[config.mk]
export PLATFORM = sky130hd
export DESIGN_NAME = uart_tx_buffered
export DESIGN_NICKNAME = d
export VERILOG_FILES = /design/src/rtl/uart_tx_buffered.sv
export SDC_FILE = /design/constraint.sdc
export NUM_CORES = 1
export LEC_CHECK = 0
export BUFFER_PORTS_ARGS = -buffer_cell sky130_fd_sc_hd__buf_2
export CAP_MARGIN = 25
export CORE_ASPECT_RATIO = 0.8
export CORE_UTILIZATION = 40
export CTS_CLUSTER_SIZE = 8
export DETAILED_ROUTE_END_ITERATION = 8
export HOLD_SLACK_MARGIN = 0.12
export PLACE_DENSITY = 0.56
export SLEW_MARGIN = 20
export SYNTH_ARGS = -nofsm -noshare
export SYNTH_HDL_FRONTEND = slang
export SYNTH_SLANG_ARGS = --single-unit
[constraint.sdc]
create_clock -name clk -period 5.25 [get_ports clk]
set_input_delay 0 -clock clk [delete_from_list [all_inputs] [get_ports clk]]
set_output_delay 0 -clock clk [all_outputs]
set_load 0.02 [all_outputs]
[src/rtl/uart_tx_buffered.sv]
// uart_tx_buffered
//   Byte-wide transmit FIFO in front of an 8N1 UART shifter (LSB first,
//   idle-high line). Bytes are sent in write order. The shifter takes the
//   next byte straight from the STOP bit, so queued bytes go out with no
//   idle gap between frames.
//
// Parameters
//   CLK_FREQ    system clock frequency in Hz
//   BAUD        serial bit rate
//   BIT_CYCLES  clocks per serial bit (>= 2); defaults to CLK_FREQ/BAUD rounded
//   FIFO_DEPTH  transmit buffer depth (power of 2, >= 2)
//
// Ports
//   clk                 rising-edge clock
//   reset               synchronous, active-high reset
//   tx_data_in          byte to enqueue
//   write_tx_data       single-cycle enqueue strobe (dropped while full)
//   tx_buffer_full      FIFO holds FIFO_DEPTH bytes
//   tx_buffer_half_full FIFO holds >= FIFO_DEPTH/2 bytes
//   tx_busy             FIFO non-empty or shifter not idle
//   tx_overflow         sticky: a write was dropped while full
//   rs232_tx            serial line
module uart_tx_buffered #(
    parameter int CLK_FREQ   = 100000000,
    parameter int BAUD       = 115200,
    parameter int BIT_CYCLES = (CLK_FREQ + BAUD / 2) / BAUD,
    parameter int FIFO_DEPTH = 16
) (
    input  logic       clk,
    input  logic       reset,
    input  logic [7:0] tx_data_in,
    input  logic       write_tx_data,
    output logic       tx_buffer_full,
    output logic       tx_buffer_half_full,
    output logic       tx_busy,
    output logic       tx_overflow,
    output logic       rs232_tx
);

    localparam int AW = $clog2(FIFO_DEPTH);
    localparam int CW = $clog2(BIT_CYCLES);

    localparam logic [CW-1:0] BAUD_LAST  = CW'(BIT_CYCLES - 1);
    localparam logic [AW:0]   COUNT_FULL = (AW + 1)'(FIFO_DEPTH);
    localparam logic [AW:0]   COUNT_HALF = (AW + 1)'(FIFO_DEPTH / 2);

    typedef enum logic [1:0] {IDLE, START, DATA, STOP} state_t;

    state_t        state, state_next;
    logic [CW-1:0] baud_cnt, baud_cnt_next;
    logic [2:0]    bit_cnt, bit_cnt_next;
    logic [7:0]    shift, shift_next;
    logic          tx_next;

    logic [7:0]    mem [FIFO_DEPTH];
    logic [AW-1:0] wr_ptr, wr_ptr_next;
    logic [AW-1:0] rd_ptr, rd_ptr_next;
    logic [AW:0]   count, count_next;
    logic          push, pop, baud_done;

    // The full flag is the registered copy of count == FIFO_DEPTH, so a pop in
    // the same cycle never frees a slot for a write that arrives while full.
    assign push      = write_tx_data && !tx_buffer_full;
    assign baud_done = (baud_cnt == BAUD_LAST);

    // NOTE: every signal this block writes gets a default first; a path that
    // leaves one unassigned would infer a latch.
    always_comb begin
        state_next    = state;
        baud_cnt_next = baud_cnt;
        bit_cnt_next  = bit_cnt;
        shift_next    = shift;
        tx_next       = rs232_tx;
        pop           = 1'b0;

        case (state)
            IDLE: begin
                tx_next = 1'b1;
                if (count != '0) begin
                    pop           = 1'b1;
                    shift_next    = mem[rd_ptr];
                    bit_cnt_next  = '0;
                    baud_cnt_next = '0;
                    state_next    = START;
                    tx_next       = 1'b0;
                end
            end
            START: begin
                if (baud_done) begin
                    baud_cnt_next = '0;
                    state_next    = DATA;
                    tx_next       = shift[0];
                end else begin
                    baud_cnt_next = baud_cnt + CW'(1);
                end
            end
            DATA: begin
                if (baud_done) begin
                    baud_cnt_next = '0;
                    if (bit_cnt == 3'd7) begin
                        state_next = STOP;
                        tx_next    = 1'b1;
                    end else begin
                        shift_next   = {1'b0, shift[7:1]};
                        tx_next      = shift[1];
                        bit_cnt_next = bit_cnt + 3'd1;
                    end
                end else begin
                    baud_cnt_next = baud_cnt + CW'(1);
                end
            end
            STOP: begin
                if (baud_done) begin
                    baud_cnt_next = '0;
                    // Chain straight into the next frame when more data waits.
                    if (count != '0) begin
                        pop          = 1'b1;
                        shift_next   = mem[rd_ptr];
                        bit_cnt_next = '0;
                        state_next   = START;
                        tx_next      = 1'b0;
                    end else begin
                        state_next = IDLE;
                        tx_next    = 1'b1;
                    end
                end else begin
                    baud_cnt_next = baud_cnt + CW'(1);
                end
            end
            default: begin
                state_next    = IDLE;
                baud_cnt_next = '0;
                tx_next       = 1'b1;
            end
        endcase

        wr_ptr_next = push ? wr_ptr + AW'(1) : wr_ptr;
        rd_ptr_next = pop  ? rd_ptr + AW'(1) : rd_ptr;
        case ({push, pop})
            2'b10:   count_next = count + (AW + 1)'(1);
            2'b01:   count_next = count - (AW + 1)'(1);
            default: count_next = count;
        endcase
    end

    // NOTE: state registers use non-blocking assignments so every register
    // samples the values from before this edge, regardless of statement order.
    always_ff @(posedge clk) begin
        if (reset) begin
            state               <= IDLE;
            baud_cnt            <= '0;
            bit_cnt             <= '0;
            shift               <= '0;
            rs232_tx            <= 1'b1;
            wr_ptr              <= '0;
            rd_ptr              <= '0;
            count               <= '0;
            tx_buffer_full      <= 1'b0;
            tx_buffer_half_full <= 1'b0;
            tx_busy             <= 1'b0;
            tx_overflow         <= 1'b0;
        end else begin
            state               <= state_next;
            baud_cnt            <= baud_cnt_next;
            bit_cnt             <= bit_cnt_next;
            shift               <= shift_next;
            rs232_tx            <= tx_next;
            wr_ptr              <= wr_ptr_next;
            rd_ptr              <= rd_ptr_next;
            count               <= count_next;
            // Flags come from the next count so they update with the count itself.
            tx_buffer_full      <= (count_next == COUNT_FULL);
            tx_buffer_half_full <= (count_next >= COUNT_HALF);
            tx_busy             <= (count_next != '0) || (state_next != IDLE);
            tx_overflow         <= tx_overflow || (write_tx_data && tx_buffer_full);
        end
    end

    // NOTE: the storage array is deliberately not reset; the count and pointers
    // define which entries are valid, so stale contents are never read.
    always_ff @(posedge clk) begin
        if (push && !reset) begin
            mem[wr_ptr] <= tx_data_in;
        end
    end

endmodule

==> results.md <==
- The number of gates given a new drive strength after cts is 0.
- The clock tree synthesis step divided the H-tree into 4 levels.
- The number of instances on the worst hold path is 2.
- Including well taps, the total number of placed cells is 705.
- In the routed design, unresolved DRC markers number 0.
- The fraction of post-synthesis cell area in the top cell type by area is 52.73%.
- The core region is 17,590 µm².
- In this run the static leakage power is 0.002662 µW.
- OpenSTA, run right after detailed placement, puts the worst setup slack at 846.1 ps.
- The initial antenna violation count is 0.
- The required time of the critical path is 5500 ps.
- Averaged over all synthesized cells, the footprint is 15.06 µm².
- The root buffer cell chosen for the clock tree is sky130_fd_sc_hd__clkbuf_16.
- The max-cap violation count is 0.
- The mean routed wirelength per cell is 20.30 µm.
- 0 antenna diodes ended up in the layout.
- The Yosys warning count is 0.
- The type of origin of the critical path is a register.
- The most instantiated library cell after synthesis is sky130_fd_sc_hd__edfxtp_1.
- From bottom edge to top edge, the die measures 122.7 µm.
- The worst-case IR drop observed on VDD is 223.2 µV.
- The category of the worst setup path capture point is a register.
- The clock transition at the registers of the reported paths is 70 ps.
- The number of cells traversed by the worst register-to-register path is 11.
- Power spread over the standard cell area amounts to 459.7 nW/µm².
- In this run the remaining antenna-violating nets after routing total 0.
- Once the floorplan was initialized, standard cells occupied 41.43% of the core.
- The first-pass GRT wire length is 23,850 µm.
- For the final database, setup skew stands at 9.484 ps.
- The number of optimization iterations in the first detailed-route pass is 4.
- The sum of overflow across all layers after global routing is 0.
- The HPWL reported at the end of detailed placement is 9709 µm.
- Entering global routing, the biggest net connects 49 pins.
- The dominant cell type by area after synthesis is sky130_fd_sc_hd__edfxtp_1.
- Routability-driven placement finished with a final weighted congestion of 0.8057.
- The maximum fanout count along the critical path is 13.
- The mean number of vias per cell is 5.578.
- Yosys mapped a number of flops with a built-in enable equal to 128.
- The reg-to-reg startpoint is state[0].
- Synthesis produced a netlist with a net count of 509.
- The min-delay analysis places its worst path in the category in -> reg.
- In the global route stage, overall resource usage came out at 17.53%.
- The gate count after technology mapping is 484.
- The tightest hold path in the finished design has a slack of 207.8 ps.
- The number of synthesized register bits is 173.
- The remaining max-slew budget at the tightest pin is 31.14%.
- The routed wire length is 15,140 µm.
- The via count of the first global-routing pass is 4,157.
- Across all setup checks in the final design, the least slack found is 796.6 ps.
- The run finished with clean final reports.
- In the final timing run, aggregate negative setup slack is 0 ps.
- The number of clock buffers added by TritonCTS is 17.
- For this run, asynchronously set or reset flops after synthesis account for 0%.
- By count the netlist is led by sky130_fd_sc_hd__edfxtp_1, sky130_fd_sc_hd__nor2_1, sky130_fd_sc_hd__dfxtp_1.
- The most used flip-flop cell after synthesis is sky130_fd_sc_hd__edfxtp_1.
- The number of sinks driven by the clock tree is 173.
- After synthesis, flip-flops and latches occupy 65.09% of the total area.
- The via count of the routed design is 4,161.
- The floorplan step defined a die boundary enclosing 18,770 µm².
- The count of final max-slew check failures came to 0.
- The category of the critical setup timing path is reg -> reg.
- Static timing analysis puts the maximum clock frequency at 224.5 MHz.
- The area growth from synthesis to layout is 12.56%.
- The floorplan step set the die width to 152.9 µm.
- The longest clock path from root to sink contains 2 buffers.
- In the final design database the tool counted 533 nets.
- The number of DRC markers in iteration 0 is 364.
- The final standard cell utilization of the core is 46.64%.
- The fraction of final layout cells with drive strength greater than 1 is 19.96%.
- The arrival time reported for the critical path endpoint is 4700 ps.
- The number of setup violations in the final report is 0.
- In this run the cell area of the synthesized design comes to 7289 µm².
- For the pin with the worst max-slew slack, the measured transition is 1029 ps.
- Dividing the final minimum period by the clock period gives 84.83%.
- The I/O pin total is 16.
- The floorplan has 43 rows.
- In this run the critical register-to-register path is captured at tx_busy.
- The clock reaches the later pin of the worst-skew pair after 420 ps.
- Input and output buffers added on the ports amount to 15.
- After synthesis, the cell types taking the most area are sky130_fd_sc_hd__edfxtp_1, sky130_fd_sc_hd__dfxtp_1, sky130_fd_sc_hd__mux4_2.
- The smallest clock period supported by the final layout is computed as 4453 ps.
- After the flow finishes, the layout carries non-filler instances totaling 746.
- The number of endpoints with negative hold slack in the final report is 0.
- Setup repair after global routing left no endpoint under its margin.
- The worst hold path begins at reset.
- The netlist uses 59 different library cells.
- The TritonCTS clock tree is done.
- The endpoint of the worst hold-timing path is rd_ptr[2].
- The setup check on the worst reg-to-reg path leaves a slack of 800 ps.
## layout make-up
type	count	area, µm²
Fill cell	1521	9388
Sequential cell	173	4747
Multi-Input combinational cell	278	2410
Clock buffer	19	432.9
Tap cell	225	281.5
Timing Repair Buffer	27	183.9
Clock inverter	13	108.9
Inverter	11	41.29
## per-layer routing
layer	vias to the layer above	global-route usage, %	part of all wire (%)
met5	-	0	0
met3	12	3.531	3.8
met4	0	5.745	0.94
li1	1932	-	-
met2	85	26.83	45
met1	2132	25.18	50
## worst max-delay path: stages (launching register included)
cell	delay, ps
sky130_fd_sc_hd__dfxtp_1	400
sky130_fd_sc_hd__ha_1	320
sky130_fd_sc_hd__and4bb_1	280
sky130_fd_sc_hd__a31oi_1	220
sky130_fd_sc_hd__nor3_1	790
sky130_fd_sc_hd__ha_1	530
sky130_fd_sc_hd__a211o_2	370
sky130_fd_sc_hd__a2111oi_0	390
sky130_fd_sc_hd__mux2_2	240
sky130_fd_sc_hd__o2111ai_1	150
sky130_fd_sc_hd__a2111oi_0	430
sky130_fd_sc_hd__a41oi_1	160
## how the worst max path moves through the flow
stage                            from  endpoint  slack (ps)  cells past startpoint
after floorplan              state[0]   tx_busy        1810                     11
after global placement       state[0]   tx_busy        1050                     11
after detailed placement  baud_cnt[0]   tx_busy         850                     11
after CTS                 baud_cnt[0]   tx_busy         810                     11
after global routing      baud_cnt[0]   tx_busy         390                     11
final                        state[0]   tx_busy         800                     11
## through the flow
stage / instance area, µm² / total power [µW]
floorplan: 7289 / 2406
global placement: 7570 / 2620
detailed placement: 7574 / 2631
CTS: 8205 / 3802
global route: 8205 / 3975
finish: 8205 / 3772
## registers in the layout, summed over array words and instances (netlist names), named ones only
signal	cells
wr_ptr	4
rd_ptr	4
state	2
tx_buffer_half_full	1
count	5
baud_cnt	10
tx_busy	1
shift	8
mem	128
tx_buffer_full	1
tx_overflow	1
rs232_tx	1
bit_cnt	3
## cells by family (layout without fill, tap and decap cells)
family / count (synthesis) / after routing / synth area share [%]
AOI/OAI and AO/OA: 68 / 68 / 6.815
and+or+nand+nor: 141 / 141 / 9.561
xor gates and xnor gates: 9 / 9 / 1.081
DFF: 173 / 173 / 65.09
adders and majority gates: 14 / 14 / 2.403
buffers and inverters: 33 / 70 / 1.854
muxes: 46 / 46 / 13.20
## report_power, final
group	leakage (µW)	internal (µW)	total [µW]	switching [µW]
Combinational	0.000879	422	943	521
Sequential	0.00152	1550	1670	112
Clock	0.000262	617	1160	547
Total	0.00266	2590	3770	1180
## layout by cell type (no fill, tap or decap), types with 4 or more instances in the layout
cell type and count:
sky130_fd_sc_hd__a21oi_1 15, sky130_fd_sc_hd__xnor2_1 4, sky130_fd_sc_hd__buf_2 15, sky130_fd_sc_hd__nand3_1 6
sky130_fd_sc_hd__nand4_1 4, sky130_fd_sc_hd__clkbuf_16 17, sky130_fd_sc_hd__inv_6 4, sky130_fd_sc_hd__mux2i_1 5
sky130_fd_sc_hd__dlygate4sd3_1 9, sky130_fd_sc_hd__inv_1 11, sky130_fd_sc_hd__edfxtp_1 128, sky130_fd_sc_hd__o21ai_0 12
sky130_fd_sc_hd__a2111oi_0 4, sky130_fd_sc_hd__a311oi_1 5, sky130_fd_sc_hd__a31oi_1 6, sky130_fd_sc_hd__nand2_1 31
sky130_fd_sc_hd__mux4_2 40, sky130_fd_sc_hd__nor2b_1 5, sky130_fd_sc_hd__ha_1 14, sky130_fd_sc_hd__dfxtp_1 43
sky130_fd_sc_hd__nor2_1 59, sky130_fd_sc_hd__xor2_1 5, sky130_fd_sc_hd__a22oi_1 4, sky130_fd_sc_hd__nor3_1 5
## what timing repair did
item / in CTS / in global routing
hold buffers: 9 / 0
setup buffers: 0 / 0
hold endpoints to repair: 129 / 0
Power figures use the tool's default switching activity.
